$ cat config.mk
export PLATFORM = sky130hd
export DESIGN_NAME = bcd_event_counter
export DESIGN_NICKNAME = d
export VERILOG_FILES = /design/src/rtl/bcd_event_counter_pkg.sv /design/src/rtl/bcd_event_counter_debouncer.sv /design/src/rtl/bcd_event_counter.sv
export SDC_FILE = /design/constraint.sdc
export NUM_CORES = 1
export LEC_CHECK = 0
export ABC_AREA = 1
export BUFFER_PORTS_ARGS = -buffer_cell sky130_fd_sc_hd__buf_2
export CAP_MARGIN = 10
export CORE_MARGIN = 4
export CORE_UTILIZATION = 40
export DETAILED_ROUTE_END_ITERATION = 8
export PLACE_DENSITY_LB_ADDON = 0.3
export SLEW_MARGIN = 20
export SYNTH_ARGS = -nofsm -noshare
export SYNTH_HDL_FRONTEND = slang
export SYNTH_SLANG_ARGS = --single-unit
export TNS_END_PERCENT = 10
$ cat constraint.sdc
create_clock -name clock -period 2.7 [get_ports clock]
set_clock_uncertainty 0.15 [all_clocks]
set_input_delay 0.54 -clock clock [delete_from_list [all_inputs] [get_ports clock]]
set_output_delay 0.54 -clock clock [all_outputs]
set_load 0.01 [all_outputs]
$ cat src/rtl/bcd_event_counter_pkg.sv
// Shared constants for the seven-segment display path: FSM encodings and BCD limits.
// Imported by the event counter, the display driver and later counter variants.
package bcd_event_counter_pkg;

   localparam logic [1:0] S_IDLE = 2'b00;
   localparam logic [1:0] S_RUN  = 2'b01;
   localparam logic [1:0] S_HOLD = 2'b10;
   localparam logic [1:0] S_BAD  = 2'b11;

   localparam logic [3:0] BCD_NINE = 4'd9;
   localparam int         NUM_DIGITS = 4;

endpackage

$ cat src/rtl/bcd_event_counter_debouncer.sv
// Synchronizes and debounces a raw active-high board button; emits the stable level
// and a one-cycle pulse on each accepted 0->1 change.
module button_debouncer #(
   parameter int DB_CYCLES   = 50000,
   parameter int SYNC_STAGES = 2
) (
   input  logic clock,
   input  logic reset,
   input  logic raw,
   output logic level,
   output logic rise_pulse
);

   localparam int CNT_W = (DB_CYCLES > 1) ? $clog2(DB_CYCLES) : 1;
   localparam logic [CNT_W-1:0] CNT_LAST = CNT_W'(DB_CYCLES - 1);

   logic [SYNC_STAGES-1:0] sync;
   logic [CNT_W-1:0]       cnt;
   logic                   sample;

   assign sample = sync[SYNC_STAGES-1];

   // The counter only advances while the sample disagrees with the accepted level;
   // any return to agreement restarts the stability window.
   always_ff @(posedge clock) begin
      if (reset) begin
         sync       <= '0;
         cnt        <= '0;
         level      <= 1'b0;
         rise_pulse <= 1'b0;
      end else begin
         sync       <= {sync[SYNC_STAGES-2:0], raw};
         rise_pulse <= 1'b0;
         if (sample == level) begin
            cnt <= '0;
         end else if (cnt == CNT_LAST) begin
            cnt        <= '0;
            level      <= sample;
            rise_pulse <= sample;
         end else begin
            cnt <= cnt + 1'b1;
         end
      end
   end

endmodule

$ cat src/rtl/bcd_event_counter.sv
// Counts trigger events as four packed BCD digits for the display driver; a debounced
// button cycles IDLE -> RUN -> HOLD -> IDLE (start / freeze / clear).
module bcd_event_counter
   import bcd_event_counter_pkg::*;
#(
   parameter int DB_CYCLES   = 50000,
   parameter int SYNC_STAGES = 2
) (
   input  logic        clock,
   input  logic        reset,
   input  logic        trigger,
   input  logic        button,
   output logic [15:0] big_bin,
   output logic        running,
   output logic        overflow
);

   logic [SYNC_STAGES-1:0] trig_sync;
   logic                   trig_hist;
   logic                   trig_p;
   logic                   btn_level;
   logic                   btn_p;

   logic [1:0]                       state, state_nxt;
   logic [NUM_DIGITS-1:0][3:0]       digit, digit_nxt;
   logic [NUM_DIGITS:0]              carry;

   button_debouncer #(
      .DB_CYCLES   (DB_CYCLES),
      .SYNC_STAGES (SYNC_STAGES)
   ) u_btn (
      .clock      (clock),
      .reset      (reset),
      .raw        (button),
      .level      (btn_level),
      .rise_pulse (btn_p)
   );

   // trig_p is registered so an edge lands in big_bin SYNC_STAGES+1 cycles after sampling.
   always_ff @(posedge clock) begin
      if (reset) begin
         trig_sync <= '0;
         trig_hist <= 1'b0;
         trig_p    <= 1'b0;
      end else begin
         trig_sync <= {trig_sync[SYNC_STAGES-2:0], trigger};
         trig_hist <= trig_sync[SYNC_STAGES-1];
         trig_p    <= trig_sync[SYNC_STAGES-1] & ~trig_hist;
      end
   end

   assign carry[0] = 1'b1;
   for (genvar g = 0; g < NUM_DIGITS; g++) begin : g_digit
      assign carry[g+1]   = carry[g] & (digit[g] == BCD_NINE);
      assign digit_nxt[g] = !carry[g]             ? digit[g] :
                            (digit[g] == BCD_NINE) ? 4'd0     : digit[g] + 4'd1;
   end

   always_comb begin
      state_nxt = state;
      case (state)
         S_IDLE:  if (btn_p) state_nxt = S_RUN;
         S_RUN:   if (btn_p) state_nxt = S_HOLD;
         S_HOLD:  if (btn_p) state_nxt = S_IDLE;
         default: state_nxt = S_IDLE;
      endcase
   end

   always_ff @(posedge clock) begin
      if (reset) begin
         state    <= S_IDLE;
         digit    <= '0;
         overflow <= 1'b0;
         running  <= 1'b0;
      end else begin
         state   <= state_nxt;
         running <= (state_nxt == S_RUN);
         case (state)
            S_IDLE: digit <= '0;
            S_RUN: begin
               if (trig_p) begin
                  digit <= digit_nxt;
                  if (carry[NUM_DIGITS]) overflow <= 1'b1;
               end
            end
            S_HOLD: begin
               if (btn_p) begin
                  digit    <= '0;
                  overflow <= 1'b0;
               end
            end
            default: digit <= '0;
         endcase
      end
   end

   assign big_bin = digit;

endmodule
# Yosys cells after proc, flatten, opt, wreduce, memory -nomap -nowiden
# Index checks and enable logic that the tools add are counted.
[totals]
ff_bits = 44
in_bits = 4
output_inout_bits = 18
wordCells = 69
[classes]
add_sub_neg = 5
eq_ne = 15
n_mux = 18
n_bitwise = 7
n_reduce_logical = 10
[op_table]
columns = ["cell", "count"]
rows = [
  ["$mux W16", 2],
  ["$pmux W16 S2", 1],
  ["$mux W4", 7],
  ["$add A16 B1 Y16 const B", 1],
  ["$add A4 B1 Y4 const B", 4],
  ["$eq A16 B16 Y1 const B", 1],
  ["$eq A4 B4 Y1 const B", 4],
  ["$ne A2 B2 Y1 const B", 5],
  ["$reduce_and A3 Y1", 3],
  ["$mux W2", 3],
  ["$pmux W2 S3", 1],
  ["$reduce_or A3 Y1", 2],
  ["$and A1 B1 Y1", 4],
  ["$eq A2 B1 Y1 const B", 2],
  ["$reduce_and A2 Y1", 2],
  ["$reduce_and A4 Y1", 1],
  ["$mux W1", 3],
  ["$not A1 Y1", 3],
  ["$eq A2 B2 Y1 const B", 1],
  ["$logic_not A2 Y1", 1],
  ["$ne A2 B1 Y1 const B", 1],
  ["$pmux W1 S2", 1],
  ["$reduce_bool A2 Y1", 1],
  ["$eq A1 B1 Y1", 1],
]

# Longest topological paths before layout
[logic_depth]
depth_word = 7
depth_mapped = 10
ltp_nobuf = 10

# Modules after synthesis
# A second synthesis with hierarchy kept.
[unflattened]
hier_cells = 312
hier_area_um2 = 2270.9
[by_module_without_submodules]
columns = ["module", "instances", "cells_per_inst", "area_each_um2", "seq_area_each_um2"]
rows = [
  ["bcd_event_counter", 1, 176, 1267.5, 480.5],
  ["button_debouncer", 1, 136, 1003.5, 400.4],
]

# Least setup slack after synthesis
# OpenSTA, ideal clock, no wires.
[synth_timing]
path_kind = "input port to flip-flop"
startpoint = "input reset"
endpoint = "register u_btn.cnt[11]"
setup_time_ns = 0.122
arrival_time_ns = 1.257
required_time_ns = 2.428
slack_ns = 1.171
cell_stages = 5
n_path_buf = 2
cell_sequence = "clkbuf_1 -> inv_1 -> nand3_2 -> buf_6 -> a21oi_1"
[synth_between]
elab_chain_cells = 1
[synth_rtl]
columns = ["item", "line", "source"]
rows = [
  ["start: declaration", "bcd_event_counter.sv:10", "input logic reset,"],
  ["$reduce_or A3 Y1 (no source line)", "-", ""],
  ["end signal: assignment", "bcd_event_counter_debouncer.sv:41", "cnt <= cnt + 1'b1;"],
  ["end: declaration", "bcd_event_counter_debouncer.sv:18", "logic [CNT_W-1:0] cnt;"],
]
# Every way passes these cells.
# A chain may end at the register's enable or synchronous reset.

# Worst setup path in the final report
[layout_timing]
startpoint = "register u_btn.cnt[0]"
endpoint = "register u_btn.cnt[13]"
[layout_between]
elab_chain_cells = 2
elab_cells_between_ends = 3
cone_classes = "add/sub (1); eq/ne (1); reduce/logical (1)"
[layout_rtl]
columns = ["item"]
rows = [
  ["parallel branches: the longest is 2 deep, another holds $add A16 B1 Y16"],
]
# Several ways; the timed one is not identified.

==> flow_metrics.py <==
metrics = {
    "cts": {
        "htreeDepth": 2,
        "clk_latency_ns": 0.30,
        "cts_setup_buffers": 0,
        "numCtsBuffers": 5,
        "cts_resized": 0,
        "hold_buffers": 0,
        "cts_tree": "done",
        "cts_root_buf": "clkbuf_8",
        "cts.sinks": 44,
        "path_clk_slew_ns": 0.08,
        "clock_path_buffers": 2,
    },
    "min_path": {
        "min_to": "trig_p$_SDFF_PP0_",
        "hp-start": "trig_hist$_SDFF_PP0_",
        "hold_class": "register to register",
        "whs_path_depth": 1,
    },
    "drt": {
        "wire_per_inst_um": 9.975,
        "drc_errors": 0,
        "ant_nets": 0,
        "via_per_inst": 4.690,
        "totalWireLength_um": 4050,
        "vias": 1904,
        "drt_iter0_drc": 81,
        "drt-pass1-iter-count": 4,
    },
    "sta": {
        "fin_crit_ns": 1.708,
        "hold_viol": 0,
        "slew_violations": 0,
        "fin_ws_ns": 0.9917,
        "finalSetupTns_ns": 0,
        "tightest_slew_ns": 0.4388,
        "rsz0062_at_grt": "false",
        "period_share_pct": 63.27,
        "setup_viol": 0,
        "relSlewSlack_pct": 70.52,
        "max_clock_freq_mhz": 585.4,
    },
    "setup_path": {
        "crit_buf_inv": 0,
        "worstPathCellList": "ha_1 -> nand3_1 -> nor2_2 -> nand3_1 -> nand3_2 -> a21oi_1",
        "start_kind": "register",
        "path_max_fanout": 16,
        "path_class": "register to register",
        "rr_endpoint": "u_btn.cnt[13]$_SDFF_PP0_",
        "path_common_cell": "nand3_1",
        "cp.arrival_ns": 1.73,
        "crit_required_ns": 2.72,
        "ff2ff_setup_slack_ns": 0.99,
        "cp-end-kind": "register",
        "crit_family": "simple AND/OR/NAND/NOR gates",
        "cpPeakStageDelay_ns": 0.37,
        "r2r_start": "u_btn.cnt[0]$_SDFF_PP0_",
        "cp_slowest_cell": "dfxtp_1",
        "worstRegToRegCells": 6,
    },
    "final_layout": {
        "multi_input_area_um2": 1111,
        "drive_gt1_share_pct": 13.10,
        "num_antenna_cells": 0,
        "fill_cells": 536,
        "nets": 349,
        "area_delta_synth_final_pct": 11.62,
        "regArea_um2": 880.8,
        "finalNonFillerCells": 406,
    },
    "synth": {
        "synth_seq_cells": 44,
        "ys_types": 26,
        "avgSynthCellArea_um2": 6.960,
        "synth_area_um2": 2165,
        "syn-instance-count": 311,
        "seq_area_frac_synth_pct": 40.69,
        "synthesis.nets": 324,
        "yosysWarningCount": 0,
    },
    "global_routing": {
        "gr-total-overflow": 0,
        "grt_pass1_wl_um": 6982,
        "grtUsageTotal_pct": 13.50,
        "first_global_vias": 1648,
        "grt_max_degree": 19,
        "antenna_found_initial": 0,
    },
    "power": {
        "ir_worst_vdd_mv": 0.2803,
        "p_leak_nw": 0.9325,
        "p_per_area_nw_per_um2": 438.5,
        "finalPower_mw": 1.059,
    },
    "status": {
        "outcome": "finished, final reports clean",
    },
    "placement": {
        "dpl.cell_count": 399,
        "pre_cts_ws_ns": 0.9064,
        "port_buffers": 21,
        "gp_congestion": 0.8254,
        "hpwl_um": 3039,
    },
    "floorplan": {
        "start_util_pct": 41.85,
        "ios": 22,
        "rows": 26,
        "die_h_um": 81.56,
        "dieArea_um2": 6652,
        "die_x_um": 81.56,
        "core-area_um2": 5172,
    },
    "job": {
        "drv_cap": 0,
    },
}
routing by layer:
| metal | track usage, % | routed length, um | vias up | part of all wire (%) |
|---|---|---|---|---|
| met4 | 4.054 | 53 | 0 | 1.3 |
| met5 | 0 | 0 | - | 0 |
| li1 | - | - | 1028 | - |
| met3 | 4.605 | 168 | 5 | 4.1 |
| met2 | 23.70 | 1907 | 20 | 47 |
| met1 | 15.38 | 1921 | 851 | 47 |
worst max path at each step:
| stage | slack (ns) | startpoint | endpoint | cells after the start |
|---|---|---|---|---|
| 5_1_grt | 0.79 | u_btn.cnt[0]$_SDFF_PP0_ | u_btn.cnt[5]$_SDFF_PP0_ | 6 |
| 3_3_place_gp | 0.94 | reset | u_btn.cnt[12]$_SDFF_PP0_ | 4 |
| 4_1_cts | 0.98 | u_btn.cnt[0]$_SDFF_PP0_ | u_btn.cnt[10]$_SDFF_PP0_ | 6 |
| 3_5_place_dp | 0.91 | reset | u_btn.cnt[13]$_SDFF_PP0_ | 4 |
| 2_1_floorplan | 1.17 | reset | u_btn.cnt[11]$_SDFF_PP0_ | 5 |
| 6_report | 0.99 | u_btn.cnt[0]$_SDFF_PP0_ | u_btn.cnt[13]$_SDFF_PP0_ | 6 |
sequential cells by signal, summed over array words and instances (netlist names):
name / count
trig_p: 1
running: 1
trig_sync: 2
trig_hist: 1
big_bin: 16
u_btn.rise_pulse: 1
state: 2
overflow: 1
u_btn.level: 1
u_btn.cnt: 16
u_btn.sync: 2
cells in the mapped netlist, drive strengths merged:
master	count	area (um^2)
a21oi	24	120.1
buf	2	15.01
clkbuf	1	3.750
dfxtp	44	880.8
ha	9	112.6
inv	41	153.9
nand2	74	282.8
nand3	26	150.2
nand3b	2	15.01
nand4	5	31.28
nor2	53	211.5
nor3	9	45.04
nor3b	1	7.510
o211ai	1	7.510
o21ai	7	35.03
or2	5	31.28
xnor2	3	26.28
xor2	4	35.03
placed cells by master (no fill, tap or decap):
cell and count:
a21oi_1 24, buf_2 21, clkbuf_1 1, clkbuf_8 5, clkinv_2 1, dfxtp_1 44, ha_1 9, inv_1 37
inv_2 4, nand2_1 72, nand2_2 2, nand3_1 22, nand3_2 4, nand3b_1 2, nand4_1 5, nor2_1 50
nor2_2 2, nor2_4 1, nor3_1 9, nor3b_1 1, o211ai_1 1, o21ai_0 3, o21ai_1 4, or2_0 1
or2_2 4, xnor2_1 3, xor2_1 4
metrics by stage:
step	util, %	hold WS, ns	area, um^2
3_5_place_dp	45.21	0.2324	2338
5_1_grt	46.71	0.2584	2416
2_1_floorplan	-	0.2228	2165
3_3_place_gp	45.21	0.2296	2338
6_report	46.71	0.2400	2416
4_1_cts	46.71	0.2438	2416
worst reg2reg max path, cell delays in order (launching register included):
cell,delay (ns)
dfxtp_1,0.37
ha_1,0.22
nand3_1,0.17
nor2_2,0.16
nand3_1,0.14
nand3_2,0.28
a21oi_1,0.09
cell type report:
| class | instances | area share, % |
|---|---|---|
| multi-input cells | 223 | 45.99 |
| clock inverters | 1 | 0.2071 |
| flip-flops and latches | 44 | 36.46 |
| well taps | 70 | 3.625 |
| inverters | 41 | 6.370 |
| clock buffers | 6 | 3.004 |
| repair buffers | 21 | 4.350 |
logic make-up (layout without fill, tap and decap cells):
kind of cell    Yosys count  in the layout  synth area share, %
simple gates            175            175                35.78
flops                    44             44                40.69
buf+inv                  44             69                7.976
compound gates           32             32                7.515
fa+ha+maj                 9              9                5.202
xor+xnor                  7              7                2.832
power by group:
part	leakage (nW)	switching, mW	internal, mW	total, mW
Combinational	0.536	0.0112	0.00453	0.0157
Sequential	0.355	0.00165	0.652	0.654
Clock	0.0410	0.214	0.176	0.390
Total	0.933	0.227	0.833	1.06
(Power assumes the default switching activity.)
